--- src/rtl/cache_perf_pkg.sv ---
// Shared types, readout selector codes and the saturating increment used by
// the cache performance monitor.
package cache_perf_pkg;

   typedef enum logic [1:0] {
      ST_IDLE  = 2'd0,
      ST_LOAD  = 2'd1,
      ST_WB    = 2'd2,
      ST_DRAIN = 2'd3
   } burst_state_e;

   localparam int NUM_CNT = 7;

   // Positions of the live/shadow counters inside a channel's counter bank.
   localparam int IDX_ACC   = 0;
   localparam int IDX_RD    = 1;
   localparam int IDX_WR    = 2;
   localparam int IDX_MISS  = 3;
   localparam int IDX_WB    = 4;
   localparam int IDX_RBEAT = 5;
   localparam int IDX_WBEAT = 6;

   localparam logic [3:0] SEL_ACC       = 4'd0;
   localparam logic [3:0] SEL_RD        = 4'd1;
   localparam logic [3:0] SEL_WR        = 4'd2;
   localparam logic [3:0] SEL_MISS      = 4'd3;
   localparam logic [3:0] SEL_WB        = 4'd4;
   localparam logic [3:0] SEL_RBEAT     = 4'd5;
   localparam logic [3:0] SEL_WBEAT     = 4'd6;
   localparam logic [3:0] SEL_HITS      = 4'd7;
   localparam logic [3:0] SEL_BUS_BYTES = 4'd8;
   localparam logic [3:0] SEL_STATUS    = 4'd9;

   // Callers widen their counter to 64 bits and truncate the result back.
   function automatic logic [63:0] sat_inc(input logic [63:0] val,
                                           input logic [63:0] max_val);
      return (val == max_val) ? val : val + 64'd1;
   endfunction

endpackage

--- src/rtl/cache_perf_chan.sv ---
// One monitored cache channel: request edge detection, burst FSM with
// watchdog, seven saturating live counters and their snapshot shadows.
module cache_perf_chan
   import cache_perf_pkg::*;
#(
   parameter int CNT_W   = 32,
   parameter int TIMEOUT = 20000
) (
   input  logic                            clk,
   input  logic                            rst,
   input  logic                            req,
   input  logic                            we,
   input  logic                            oe,
   input  logic                            mem_req,
   input  logic                            mem_wr,
   input  logic                            mem_rvalid,
   input  logic                            mem_ready,
   input  logic                            cnt_en,
   input  logic                            clr,
   input  logic                            snap,
   output logic [NUM_CNT-1:0][CNT_W-1:0]   shadow,
   output logic [1:0]                      state,
   output logic                            err
);

   localparam int TMR_W = (TIMEOUT < 2) ? 1 : $clog2(TIMEOUT + 1);
   localparam logic [TMR_W-1:0] TMR_LAST = TMR_W'(TIMEOUT - 1);
   localparam logic [CNT_W-1:0] CNT_MAX  = '1;

   logic                           req_q, req_d;
   logic                           mem_req_q, mem_req_d;
   burst_state_e                   state_q, state_d;
   logic [TMR_W-1:0]               timer_q, timer_d;
   logic                           err_q, err_d;
   logic [NUM_CNT-1:0][CNT_W-1:0]  cnt_q, cnt_d;
   logic [NUM_CNT-1:0][CNT_W-1:0]  shadow_q, shadow_d;

   logic                           access;
   logic                           burst_start;
   logic                           timeout;
   logic [NUM_CNT-1:0]             inc;

   always_comb begin
      req_d       = req;
      mem_req_d   = mem_req;
      state_d     = state_q;
      err_d       = err_q;
      timer_d     = '0;
      timeout     = 1'b0;
      access      = req & ~req_q;
      burst_start = mem_req & ~mem_req_q;

      inc            = '0;
      inc[IDX_ACC]   = access;
      inc[IDX_RD]    = access & oe;
      inc[IDX_WR]    = access & we;
      inc[IDX_RBEAT] = mem_rvalid;
      inc[IDX_WBEAT] = mem_ready;

      if (state_q != ST_IDLE) begin
         timer_d = timer_q + 1'b1;
         timeout = (timer_q == TMR_LAST);
      end

      // A stuck burst is abandoned uncounted, even if its first beat lands now.
      if (timeout) begin
         state_d = ST_IDLE;
         err_d   = 1'b1;
      end else begin
         case (state_q)
            ST_IDLE: begin
               if (burst_start) state_d = mem_wr ? ST_WB : ST_LOAD;
            end
            ST_LOAD: begin
               inc[IDX_MISS] = mem_rvalid;
               if (!mem_req)        state_d = ST_IDLE;
               else if (mem_rvalid) state_d = ST_DRAIN;
            end
            ST_WB: begin
               inc[IDX_WB] = mem_ready;
               if (!mem_req)       state_d = ST_IDLE;
               else if (mem_ready) state_d = ST_DRAIN;
            end
            default: begin
               if (!mem_req) state_d = ST_IDLE;
            end
         endcase
      end

      if (clr) err_d = 1'b0;

      for (int i = 0; i < NUM_CNT; i++) begin
         if (clr)
            cnt_d[i] = '0;
         else if (cnt_en && inc[i])
            cnt_d[i] = CNT_W'(sat_inc(64'(cnt_q[i]), 64'(CNT_MAX)));
         else
            cnt_d[i] = cnt_q[i];
         shadow_d[i] = snap ? cnt_q[i] : shadow_q[i];
      end
   end

   // mem_req_q resets high so a burst already open at reset never looks like a new edge.
   always_ff @(posedge clk) begin
      if (rst) begin
         req_q     <= 1'b0;
         mem_req_q <= 1'b1;
         state_q   <= ST_IDLE;
         timer_q   <= '0;
         err_q     <= 1'b0;
         cnt_q     <= '0;
         shadow_q  <= '0;
      end else begin
         req_q     <= req_d;
         mem_req_q <= mem_req_d;
         state_q   <= state_d;
         timer_q   <= timer_d;
         err_q     <= err_d;
         cnt_q     <= cnt_d;
         shadow_q  <= shadow_d;
      end
   end

   assign shadow = shadow_q;
   assign state  = state_q;
   assign err    = err_q;

endmodule

--- src/rtl/cache_perf_mon.sv ---
// Multi-channel L1 cache performance monitor: per-channel counter blocks plus a
// registered readout port serving snapshot values and live status.
module cache_perf_mon
   import cache_perf_pkg::*;
#(
   parameter int CHANNELS   = 2,
   parameter int CNT_W      = 32,
   parameter int BEAT_BYTES = 8,
   parameter int TIMEOUT    = 20000,
   parameter int RD_W       = CNT_W + $clog2(BEAT_BYTES) + 1
) (
   input  logic                 clk,
   input  logic                 rst,
   input  logic [CHANNELS-1:0]  req,
   input  logic [CHANNELS-1:0]  we,
   input  logic [CHANNELS-1:0]  oe,
   input  logic [CHANNELS-1:0]  mem_req,
   input  logic [CHANNELS-1:0]  mem_wr,
   input  logic [CHANNELS-1:0]  mem_rvalid,
   input  logic [CHANNELS-1:0]  mem_ready,
   input  logic                 cnt_en,
   input  logic                 clr,
   input  logic                 snap,
   input  logic                 rd_en,
   input  logic [2:0]           rd_ch,
   input  logic [3:0]           rd_sel,
   output logic [RD_W-1:0]      rd_data,
   output logic                 rd_valid,
   output logic [CHANNELS-1:0]  err
);

   localparam int BEAT_SH = $clog2(BEAT_BYTES);

   logic [CHANNELS-1:0][NUM_CNT-1:0][CNT_W-1:0] shadow_all;
   logic [CHANNELS-1:0][1:0]                    state_all;

   generate
      for (genvar gi = 0; gi < CHANNELS; gi++) begin : g_chan
         cache_perf_chan #(
            .CNT_W   (CNT_W),
            .TIMEOUT (TIMEOUT)
         ) u_chan (
            .clk        (clk),
            .rst        (rst),
            .req        (req[gi]),
            .we         (we[gi]),
            .oe         (oe[gi]),
            .mem_req    (mem_req[gi]),
            .mem_wr     (mem_wr[gi]),
            .mem_rvalid (mem_rvalid[gi]),
            .mem_ready  (mem_ready[gi]),
            .cnt_en     (cnt_en),
            .clr        (clr),
            .snap       (snap),
            .shadow     (shadow_all[gi]),
            .state      (state_all[gi]),
            .err        (err[gi])
         );
      end
   endgenerate

   logic [NUM_CNT-1:0][CNT_W-1:0] sel_shadow;
   logic [1:0]                    sel_state;
   logic                          sel_err;
   logic                          ch_ok;
   logic [CNT_W-1:0]              hits;
   logic [RD_W-1:0]               bus_bytes;
   logic [RD_W-1:0]               rd_value;
   logic [RD_W-1:0]               rd_data_q, rd_data_d;
   logic                          rd_valid_q, rd_valid_d;

   always_comb begin
      sel_shadow = '0;
      sel_state  = '0;
      sel_err    = 1'b0;
      ch_ok      = 1'b0;
      for (int c = 0; c < CHANNELS; c++) begin
         if (rd_ch == 3'(c)) begin
            ch_ok      = 1'b1;
            sel_shadow = shadow_all[c];
            sel_state  = state_all[c];
            sel_err    = err[c];
         end
      end

      hits = (sel_shadow[IDX_ACC] >= sel_shadow[IDX_MISS]) ?
             (sel_shadow[IDX_ACC] - sel_shadow[IDX_MISS]) : '0;
      // The beat sum is widened before the shift so the byte count cannot overflow.
      bus_bytes = (RD_W'(sel_shadow[IDX_RBEAT]) + RD_W'(sel_shadow[IDX_WBEAT])) << BEAT_SH;

      rd_value = '0;
      if (ch_ok) begin
         case (rd_sel)
            SEL_ACC:       rd_value = RD_W'(sel_shadow[IDX_ACC]);
            SEL_RD:        rd_value = RD_W'(sel_shadow[IDX_RD]);
            SEL_WR:        rd_value = RD_W'(sel_shadow[IDX_WR]);
            SEL_MISS:      rd_value = RD_W'(sel_shadow[IDX_MISS]);
            SEL_WB:        rd_value = RD_W'(sel_shadow[IDX_WB]);
            SEL_RBEAT:     rd_value = RD_W'(sel_shadow[IDX_RBEAT]);
            SEL_WBEAT:     rd_value = RD_W'(sel_shadow[IDX_WBEAT]);
            SEL_HITS:      rd_value = RD_W'(hits);
            SEL_BUS_BYTES: rd_value = bus_bytes;
            SEL_STATUS:    rd_value = RD_W'({sel_err, sel_state});
            default:       rd_value = '0;
         endcase
      end

      rd_data_d  = rd_en ? rd_value : rd_data_q;
      rd_valid_d = rd_en;
   end

   always_ff @(posedge clk) begin
      if (rst) begin
         rd_data_q  <= '0;
         rd_valid_q <= 1'b0;
      end else begin
         rd_data_q  <= rd_data_d;
         rd_valid_q <= rd_valid_d;
      end
   end

   assign rd_data  = rd_data_q;
   assign rd_valid = rd_valid_q;

endmodule

--- config.mk ---
export PLATFORM = sky130hd
export DESIGN_NAME = cache_perf_mon
export DESIGN_NICKNAME = d
export VERILOG_FILES = /design/src/rtl/cache_perf_pkg.sv /design/src/rtl/cache_perf_chan.sv /design/src/rtl/cache_perf_mon.sv
export SDC_FILE = /design/constraint.sdc
export NUM_CORES = 2
export LEC_CHECK = 0
export ABC_CLOCK_PERIOD_IN_PS = 4750
export BUFFER_PORTS_ARGS = -buffer_cell sky130_fd_sc_hd__buf_2
export CORE_MARGIN = 2
export CORE_UTILIZATION = 26
export DETAILED_ROUTE_END_ITERATION = 16
export GPL_ROUTABILITY_DRIVEN = 0
export HOLD_SLACK_MARGIN = 0.15
export MAX_ROUTING_LAYER = met4
export PLACE_DENSITY_LB_ADDON = 0.12
export SLEW_MARGIN = 20
export SYNTH_ARGS = -nofsm -noshare
export SYNTH_HDL_FRONTEND = slang
export SYNTH_SLANG_ARGS = --single-unit
--- constraint.sdc ---
create_clock -name clk -period 4.75 [get_ports clk]
set_input_delay 0.95 -clock clk [delete_from_list [all_inputs] [get_ports clk]]
set_output_delay 0.95 -clock clk [all_outputs]
set_load 0.02 [all_outputs]
==> results by group <==
Synthesis
  – Post-Syn Nets: 5493
  – Sequential area share after synthesis: 41.60%
  – Mean Syn Cell Area: 8.707 sq um
  – Syn Inst Count: 5377
  – Yosys warns: 0
  – Ys flop type: dfxtp_1
  – FF+latch count, synth: 973
  – Yosys cell types: 92
  – Syn Std Cell Area: 46820 sq um
  – Post-synthesis async set-or-reset flop share: 0%
  – Post-synth EDFFs: 0

CTS
  – H-tree levels: 3
  – # resized after CTS: 0
  – Worst-skew pair later-pin latency: 0.78 ns
  – Worst-path clk slew: 0.06 ns
  – TritonCTS clock tree: yes
  – CTS buffer count: 116
  – CTS Buffer Depth: 3
  – Root Buffer: clkbuf_16
  – Setup bufs post-CTS: 0
  – CTS Sinks: 973
  – Cts hold-fix bufs: 0

Layout
  – Final Util: 30.80%
  – Area Overhead vs Synth: 17.52%
  – Layout net count: 5642
  – Post-Layout Cell Count: 7975
  – Commonest non-fill, non-tap cell in the layout: nor2_1
  – Share of cells above drive strength 1: 9.991%
  – Post-layout instance area: 55020 sq um
  – Final-layout fill cell count: 18770
  – Most frequent cells in the layout: nor2_1, dfxtp_1, mux2i_1, nand2_1, xor2_1

Worst setup path
  – Slowest cell delay on critical path: 0.56 ns
  – Reg-to-Reg End: g_chan[0].u_chan.cnt_q[125]$_SDFFE_PP0P_
  – Critical-path maximum fanout: 19
  – Req. time, crit path: 5.40 ns
  – FF-to-FF path depth: 11
  – R2R Path Start: g_chan[0].u_chan.state[0]$_SDFFE_PP0P_
  – Crit path max-delay cell type: mux2i_1
  – Critical Path AT: 4.79 ns
  – Worst R2R Setup Slack: 0.95 ns
  – CP Launch Type: input port
  – WS Path Type: input port to flop
  – Critical-path cell list: buf_8 -> buf_12 -> mux2i_1 -> nor2_1 -> ha_1 -> nand4_1 -> nor2_1 -> nand4b_1 -> a2111oi_2 -> buf_4 -> o21ai_0 -> mux2i_1 -> nand2_1 -> nand3_1 -> a221o_1
  – Crit. End Element: flop

Drt
  – Via count: 38470
  – Mean number of vias per cell: 4.824
  – DRC viols: 0
  – DRT Pass-1 Iters: 5
  – Routed length per instance: 21.63 microns
  – Antenna violation net count after detailed routing: 0
  – WL final: 172500 microns
  – DRT iter0 DRCs: 2618

Status
  – Run status: finished, final reports clean

Global routing
  – GR Overflow Total: 0
  – Initial antenna violation count: 16
  – Total GRT Usage: 18.88%
  – Vias in the first global route: 36490
  – Largest net degree at the start of global routing: 130
  – Global-route wire length before repair: 254700 microns

Pwr
  – Tot Pwr: 18.22 mW
  – Total leakage power: 20.94 nW
  – Max VDD drop: 0.2791 mV
  – Pwr dens: 331.1 nW/um^2

Die
  – Placement Rows: 155
  – Top Ports: 66
  – Initial Util: 26.21%
  – Die width: 428.4 microns
  – Core Region: 178600 sq um
  – Die Y: 428.4 microns
  – Die area: 183500 sq um

STA
  – F_max: 0.2414 GHz
  – Slew Limit Fails: 0
  – Worst Tran Pin Value: 0.8501 ns
  – Tcrit/Tclk final: 87.21%
  – Relative slew slack: 41.71%
  – Endpoints failing hold: 0
  – Tmin final: 4.143 ns
  – Final setup viols: 0
  – Clk_skew: 0.06247 ns
  – RSZ-0062 raised after global routing: false

Placed design
  – PortBufs: 65
  – HPWL Detailed: 130200 microns
  – Dpl cell area: 51180 sq um
  – Placed cell count: 7763

Worst hold path
  – Min-delay src: req[0]
  – Hold depth: 2
  – Min-Delay Path Class: input port to flop
  – End of the worst hold path: g_chan[0].u_chan.req_q$_SDFF_PP0_

Job
  – Max-cap viol count: 0
[through the flow]
stage           TNS, ns  worst slack (ns)  hold slack (ns)
2_1_floorplan         0            0.2142           0.4302
3_3_place_gp    -0.1492          -0.07615           0.4483
3_5_place_dp   -0.03803          -0.02662           0.4553
4_1_cts               0            0.8302           0.3328
5_1_grt               0            0.5758           0.3573
6_report              0            0.6074           0.4045
[cell usage after synthesis (all sizes together), types with 65 or more instances]
cell type	n	area share [%]
nor2	1113	8.9
nand4	136	1.9
nand3	180	1.9
inv	94	0.75
o21ai	166	1.8
mux2i	654	14
clkbuf	176	1.4
or3	103	1.4
and3	74	0.99
ha	87	2.3
xor2	242	4.5
a21oi	201	2.2
buf	93	0.92
dfxtp	973	42
and4	65	1.2
xnor2	180	3.4
nand2	355	2.8
nor3	66	0.73
[registers in the layout, summed over array words and instances, names as in the netlist]
signal	flops
rd_data	36
rd_valid	1
g_chan.u_chan.timer_q	30
g_chan.u_chan.shadow	448
g_chan.u_chan.req_q	2
g_chan.u_chan.cnt_q	448
g_chan.u_chan.err	2
g_chan.u_chan.mem_req_q	2
g_chan.u_chan.state	4
[critical path, delay by kind of cell]
| family | cells | cell delay (ns) |
|---|---|---|
| AND/OR/NAND/NOR | 6 | 0.96 |
| adder cells (fa/ha/maj) | 1 | 0.40 |
| buffers and inverters | 3 | 0.67 |
| multiplexers | 2 | 0.74 |
| AO/OA/AOI/OAI | 3 | 1.01 |
[worst max path at each step]
stage                                          end  slack [ns]  startpoint  depth (start not counted)
final                     rd_data[26]$_SDFFE_PP0P_        0.61    rd_ch[0]                         15
after global routing      rd_data[32]$_SDFFE_PP0P_        0.58    rd_ch[0]                         15
after CTS                 rd_data[26]$_SDFFE_PP0P_        0.83    rd_ch[0]                         15
after detailed placement  rd_data[32]$_SDFFE_PP0P_       -0.03    rd_ch[0]                         15
after global placement    rd_data[32]$_SDFFE_PP0P_       -0.08    rd_ch[0]                         15
after floorplan           rd_data[28]$_SDFFE_PP0P_        0.21    rd_ch[0]                         17
[layer usage]
metal	track usage, %	routed length (microns)
met1	25.10	81470
met2	29.55	78990
met3	2.310	6110
met4	6.366	5918
met5	-	0
[cell families (layout without fill, tap and decap cells)]
logic type                 count (synthesis)  after routing  share of synthesized area (%)
AOI/OAI and AO/OA                        607            607                          8.164
xor gates and xnor gates                 422            422                          7.894
adders and majority gates                 90             90                          2.432
buffers and inverters                    364            602                          3.097
DFF                                      973            973                          41.60
muxes                                    687            687                          14.82
other                                      0              5                              0
and+or+nand+nor                         2234           2234                          21.99
[layout make-up]
cell class                 count  area [sq um]  share of cell area, %
inverter                      95         356.6                 0.6481
antenna                        5         12.51                0.02274
sequential                   973         19480                  35.40
timing repair buffer         300          2482                  4.512
multi-input combinational   4040         25920                  47.11
clock inverter                37         469.2                 0.8528
tap                         2355          2947                  5.355
clock buffer                 170          3357                  6.101
[report_power, final]
part	switching (mW)	internal, mW	total, mW
clock	3.77	5.31	9.08
combinational	0.604	0.298	0.902
sequential	0.0469	8.19	8.24
Note: power is estimated with default switching activity, not from simulation.
